==> config.mk <==
export PLATFORM = sky130hd
export DESIGN_NAME = toggle_pulse_decoder
export DESIGN_NICKNAME = d
export VERILOG_FILES = /design/src/rtl/toggle_pulse_decoder.sv
export SDC_FILE = /design/constraint.sdc
export NUM_CORES = 1
export LEC_CHECK = 0
export ABC_AREA = 1
export BUFFER_PORTS_ARGS = -buffer_cell sky130_fd_sc_hd__buf_4
export CORE_ASPECT_RATIO = 2
export CORE_MARGIN = 4
export CORE_UTILIZATION = 24
export CTS_CLUSTER_SIZE = 25
export DETAILED_ROUTE_END_ITERATION = 10
export GPL_TIMING_DRIVEN = 0
export SETUP_SLACK_MARGIN = 0.05
export SLEW_MARGIN = 15
export SYNTH_ARGS = -nofsm -noshare
export SYNTH_HDL_FRONTEND = slang
export SYNTH_SLANG_ARGS = --single-unit
==> constraint.sdc <==
create_clock -name clk -period 1.8 [get_ports clk]
set_input_delay 0 -clock clk [delete_from_list [all_inputs] [get_ports clk]]
set_output_delay 0 -clock clk [all_outputs]
set_load 0.01 [all_outputs]
==> src/rtl/toggle_pulse_decoder.sv <==
// Recovers one event per level flip on an asynchronous toggle line and queues events behind valid/ready.
// Pulse, pending and total_cnt update SYNC_STAGES edges after capture; saturated events set ovf.
module toggle_pulse_decoder #(
    parameter int SYNC_STAGES = 2,
    parameter int PEND_W      = 4,
    parameter int TOT_W       = 8
) (
    input  logic              clk,
    input  logic              rst,
    input  logic              tog_in,
    input  logic              clr,
    input  logic              evt_ready,
    output logic              evt_pulse,
    output logic              evt_valid,
    output logic [PEND_W-1:0] pending,
    output logic [TOT_W-1:0]  total_cnt,
    output logic              ovf,
    output logic              level
);
    localparam logic [PEND_W-1:0] PEND_MAX = {PEND_W{1'b1}};
    localparam logic [PEND_W-1:0] PEND_ONE = 1;
    localparam logic [TOT_W-1:0]  TOT_ONE  = 1;

    logic [SYNC_STAGES-1:0] r_sync;
    logic                   r_prev;
    logic                   r_pulse;
    logic                   r_ovf;
    logic [PEND_W-1:0]      r_pending;
    logic [TOT_W-1:0]       r_total;

    logic w_level;
    logic w_change;
    logic w_valid;
    logic w_accept;

    assign w_level  = r_sync[SYNC_STAGES-1];
    assign w_change = w_level ^ r_prev;
    assign w_valid  = (r_pending != '0);
    assign w_accept = w_valid & evt_ready;

    always_ff @(posedge clk or posedge rst) begin
        if (rst) begin
            r_sync  <= '0;
            r_prev  <= 1'b0;
            r_pulse <= 1'b0;
        end else begin
            r_sync  <= {r_sync[SYNC_STAGES-2:0], tog_in};
            r_prev  <= w_level;
            r_pulse <= w_change;
        end
    end

    // clr wins over everything; a change that coincides with an accept nets to zero
    always_ff @(posedge clk or posedge rst) begin
        if (rst) begin
            r_pending <= '0;
            r_total   <= '0;
            r_ovf     <= 1'b0;
        end else if (clr) begin
            r_pending <= '0;
            r_total   <= '0;
            r_ovf     <= 1'b0;
        end else begin
            if (w_change) begin
                r_total <= r_total + TOT_ONE;
            end
            if (w_change && !w_accept) begin
                if (r_pending == PEND_MAX) begin
                    r_ovf <= 1'b1;
                end else begin
                    r_pending <= r_pending + PEND_ONE;
                end
            end else if (w_accept && !w_change) begin
                r_pending <= r_pending - PEND_ONE;
            end
        end
    end

    assign evt_pulse = r_pulse;
    assign evt_valid = w_valid;
    assign pending   = r_pending;
    assign total_cnt = r_total;
    assign ovf       = r_ovf;
    assign level     = w_level;
endmodule
# ---- Word level (Yosys, flattened, before mapping)
# Index checks and enable logic that the tools add are counted.
dict set report word_totals {
  regBits 17
  input_bits 5
  out_inout_bits 16
}
dict set report op_classes {
  addsub 3
  eq_ne 2
  n_mux 9
  bitwise 2
  reduce_logical 11
}
# cell n
set op_table {}
lappend op_table {{2-to-1 mux 4 bit} 4}
lappend op_table {{2-to-1 mux 8 bit} 2}
lappend op_table {{adder 8 x 1 -> 8 bit (second input constant)} 1}
lappend op_table {{nonzero test 2 bit} 3}
lappend op_table {{adder 4 x 1 -> 4 bit (second input constant)} 1}
lappend op_table {{equality test 4 bit (second input constant)} 1}
lappend op_table {{AND reduction 2 bit} 2}
lappend op_table {{nonzero test 4 bit} 1}
lappend op_table {{subtractor 4 x 1 -> 4 bit (second input constant)} 1}
lappend op_table {{2-to-1 mux 1 bit} 3}
lappend op_table {{!= test 3 bit (second input constant)} 1}
lappend op_table {{nonzero test 3 bit} 1}
lappend op_table {{logical AND 1 bit} 2}
lappend op_table {{zero test 1 bit} 2}
lappend op_table {{bitwise AND 1 bit} 1}
lappend op_table {{XOR 1 bit} 1}

# ---- Depth between registers and ports, before layout
dict set report logic_depth {
  ltp_word 6
  depth_mapped 12
  ltp_nobuf 12
}

# ---- Least setup slack after synthesis
# OpenSTA, ideal clock, no wires.
dict set report synth_timing {
  path_kind {reg2reg}
  startpoint {register r_pending[2], in the netlist pending[2]}
  endpoint {register r_pending[3], in the netlist pending[3]}
  setup_ns 0.117
  t_arrival_ns 1.597
  slack_ns 0.086
  path_stages_with_launch 12
  n_path_buf 0
  path_cell_list {dfrtp_1 > nor2_2 > nand2_4 > nand2_4 > nand2_2 > ha_1 > nand2_1 > nand2_1 > nor2_1 > nand3_1 > nand3_1 > nand2_1}
}
dict set report synth_via {
  elab_chain_cells 6
  word_cells_on_any_way 15
}
# item line_no
set synth_lines {}
lappend synth_lines {{from (decl)} 28} ;# logic [PEND_W-1:0] r_pending;
lappend synth_lines {{from (signal assigned)} 71} ;# r_pending <= r_pending + PEND_ONE;
lappend synth_lines {{from (signal assigned)} 74} ;# r_pending <= r_pending - PEND_ONE;
lappend synth_lines {{nonzero test 4 bit (*)} 38} ;# assign w_valid = (r_pending != '0);
lappend synth_lines {{named net evt_valid} 14} ;# output logic evt_valid,
lappend synth_lines {{bitwise AND 1 bit (*)} 39} ;# assign w_accept = w_valid & evt_ready;
lappend synth_lines {{zero test 1 bit} 67} ;# if (w_change && !w_accept) begin
lappend synth_lines {{logical AND 1 bit} 67}
lappend synth_lines {{!= test 3 bit (no line), or another cell as far along} -}
lappend synth_lines {{AND reduction 2 bit (no line) or 2-to-1 mux 4 bit (tied branches)} -}
# Mark *: on every way through the listed nets, which the timed path passes. The rest lies on a longest branch. The select of a mux whose other input is x is not followed.
# A chain may end at the register's enable or synchronous reset.

# ---- Final worst setup path
dict set report layout_timing {
  startpoint {register r_pending[3], in the netlist pending[3]}
  endpoint {register r_pending[3], in the netlist pending[3]}
}
dict set report layout_via {
  elab_chain_cells 6
  word_cells_on_any_way 15
}
# item
set layout_lines {}
lappend layout_lines {{branches (longest 6 deep; another with subtractor 4 x 1 -> 4 bit)}}
# Parallel ways; which one is timed is not known. The select of a mux whose other input is x is not followed.

==> run metrics <==
register area share after synthesis 0.443; Unique masters post-synth 23; met3 WL post-DR 119 microns; reg2reg setup slack roughly 0.14 ns; R2R depth 12; met2 WL 1290 microns; FF-to-FF End pending[3]; CP Class flip-flop to flip-flop; Synth Area per Inst 8.49 sq um; vias in the first global route around 900; layout cell share with drive strength beyond 1 0.410; initial antenna violation count 0; First-pass DRT Iterations 4; RSZ-0062 raised after global routing no; outcome completed; first-pass GRT wire length roughly 4000 microns; final-stage net count 166; max_slew headroom 0.560; Crit. End Element flip-flop; Vias 898; clock transition at the registers of the reported paths 0.06 ns; synth top area cells dfrtp_1 44%, nand2_1 9.4%, inv_1 5.9%; critical path arrival around 1.8 ns; drt total wl about 2400 microns; Overall Global Routing Usage 0.101; Power Density roughly 1100 mW/mm^2; Die Wd roughly 53 microns; Hold WS between 0.2 and 0.25 ns; Hold Fails Final Rpt 0; final worst path period share 0.922; CP peak stage delay 0.44 ns; Hold Path Class primary input to flip-flop; area delta synth->final 50.1%; critical path required time between 1.5 and 2 ns; Ys Warns 0; vias per std cell 4.34; Routed wire per std cell between 10 and 15 microns; die footprint 0.00514 sq mm; Row Count 32; Buffers on Ports 20; clock network power share 0.177; Pleak 0.677 nW; Sw Ratio 0.378; starting density of the core 0.250; switching pwr 612 uW; H-tree levels 1; Placed Instances about 180; synthesized cell area 960 sq um; initial drt markers 35; root buffer cell clkbuf_8; crit-path max FO 5; Synth Register Bits 17; CTS tree done; FFs w/ async S/R, synth 1.00; hold path cells 6; Peak supply drop 0.733 mV; Yosys top cell area share 0.443; fin cells 207; residual DRC count 0; core footprint 0.00384 sq mm; GR Overflow Total 0; Critical Path, Cell by Cell nor2_4, nand2_4, nand2_8, nand2_8, ha_4, nand2_2, nor2_2, nor2_2, inv_1, nand3_1, nand3_1, nand2_1; Seq pwr share 0.304; clk sinks 17; Hold Path End pending[2]; Die Height 97.4 microns; top cells by count, synth 24 x nand2_1, 17 x dfrtp_1, 15 x inv_1, 12 x nor2_1, 9 x nand3_1; fmax 603 MHz; most instantiated library cell after synthesis nand2_1; Startpoint Class flip-flop; top sig layer met4; Worst-Skew Late Latency 0.25 ns; Main synth FF type dfrtp_1; worst min-delay path startpoint evt_ready; num ports 21; largest area contributor in the netlist dfrtp_1; Slew Limit Fails 0; Post-synth EDFFs 0; # setup viols final 0; Max Cap Violations 0; RR Startpoint pending[3]; worst-margin pin slew 0.659 ns; pin count of the biggest net entering global routing 18; Final min period 1.66 ns; cts bufs inserted 3; Gate Count Post-Synth between 100 and 150; Clock Tree Buf Depth 2; final RePlAce weighted congestion 0.809; routed metal-1 wirelength around 950 microns; DRT antenna net count 0; post-synthesis net count 122; Crit-path slowest cell dfrtp_2; P_int 1.00 mW; Final HPWL DP 1610 microns; Ant. Diodes 0; post-route clock skew 0.000751 ns; Combinational Power Share 0.519
worst max-delay path by stage:
| stage | from | endpoint | cells past startpoint |
|---|---|---|---|
| 4_1_cts | pending[1] | pending[3] | 12 |
| 5_1_grt | pending[0] | pending[3] | 12 |
| 3_3_place_gp | pending[2] | pending[3] | 11 |
| 3_5_place_dp | pending[3] | pending[3] | 11 |
| 2_1_floorplan | pending[2] | pending[3] | 11 |
| 6_report | pending[3] | pending[3] | 12 |
kinds of logic (layout without fill, tap and decap cells):
family / after synthesis / after routing / synth area share
compound gates: 13 / 13 / 0.0847
xor+xnor: 1 / 1 / 0.00913
fa+ha+maj: 4 / 4 / 0.0600
buf+inv: 17 / 60 / 0.0678
flops: 17 / 17 / 0.443
simple gates: 61 / 61 / 0.335
sequential cells by signal, summed over array words and instances, names as in the netlist:
| name | count |
|---|---|
| evt_pulse | 1 |
| pending | 4 |
| total_cnt | 8 |
| r_sync | 2 |
| ovf | 1 |
| r_prev | 1 |
metrics by stage:
stage / setup slack (ns) / instance area [sq um] / total power, mW / setup TNS [ns] / utilization
after CTS: 0.0582 / 1290 / 1.40 / 0 / 0.335
final: 0.141 / 1440 / 1.62 / 0 / 0.375
after global placement: -0.0922 / 1170 / 1.04 / -0.0922 / 0.305
after detailed placement: -0.104 / 1170 / 1.05 / -0.104 / 0.305
after floorplan: 0.0856 / 960 / 0.857 / 0 / -
after global routing: 0.0458 / 1440 / 1.74 / 0 / 0.375
cells in the final DEF (no fill, tap or decap):
cell type      count
a21oi_1            3
inv_2              2
nand4_1            4
buf_4             36
clkbuf_8           3
ha_4               2
dfrtp_1           14
a211oi_1           1
nor2_2             3
o21a_1             1
ha_1               1
nand3_4            1
nand2_8            2
nand2_1           22
nor2_4             2
nand3_2            3
nor3_2             1
dlygate4sd3_1      3
nand2_2            2
buf_2              1
inv_1             14
nor2_1            10
xnor2_1            1
nand2_4            2
clkbuf_1           1
a21oi_4            1
fa_1               1
o21ai_1            4
nand3_1            9
o21ai_0            3
dfrtp_2            3
critical path: cells and delay by family, from the launching register on:
| family | cells | cell delay [ns] |
|---|---|---|
| adders and majority gates | 1 | 0.28 |
| DFF | 1 | 0.44 |
| buffers and inverters | 1 | 0.05 |
| and+or+nand+nor | 10 | 0.77 |
routing by layer:
| metal | vias up | global-route usage |
|---|---|---|
| met3 | 6 | 0.0169 |
| li1 | 452 | - |
| met4 | 0 | 0.0551 |
| met1 | 417 | 0.119 |
| met2 | 23 | 0.166 |
| met5 | - | 0 |
area by class of cell:
type                       count  area [sq um]
buffer                         1          5.00
clock buffer                   4          45.0
fill                         425          2400
inverter                      16          60.1
multi-input combinational     79           537
sequential                    17           429
tap                           51          63.8
timing repair buffer          39           300
what timing repair did:
item / CTS / global route
endpoints found under the setup margin: 1 / 3
hold buffers: 3 / 0
gates cloned: 0 / 0
setup buffers: 2 / 14
gates resized for setup: 5 / 10
endpoints found under the hold margin: 19 / 0
pin swaps: 0 / 10
power by group through the flow:
stage	logic (mW)	registers [mW]	clock network, mW
floorplan	0.353	0.505	0
global placement	0.530	0.507	0
detailed placement	0.542	0.506	0
CTS	0.625	0.485	0.289
global route	0.932	0.496	0.316
finish	0.839	0.492	0.286
Note: power is estimated with default switching activity, not from simulation.
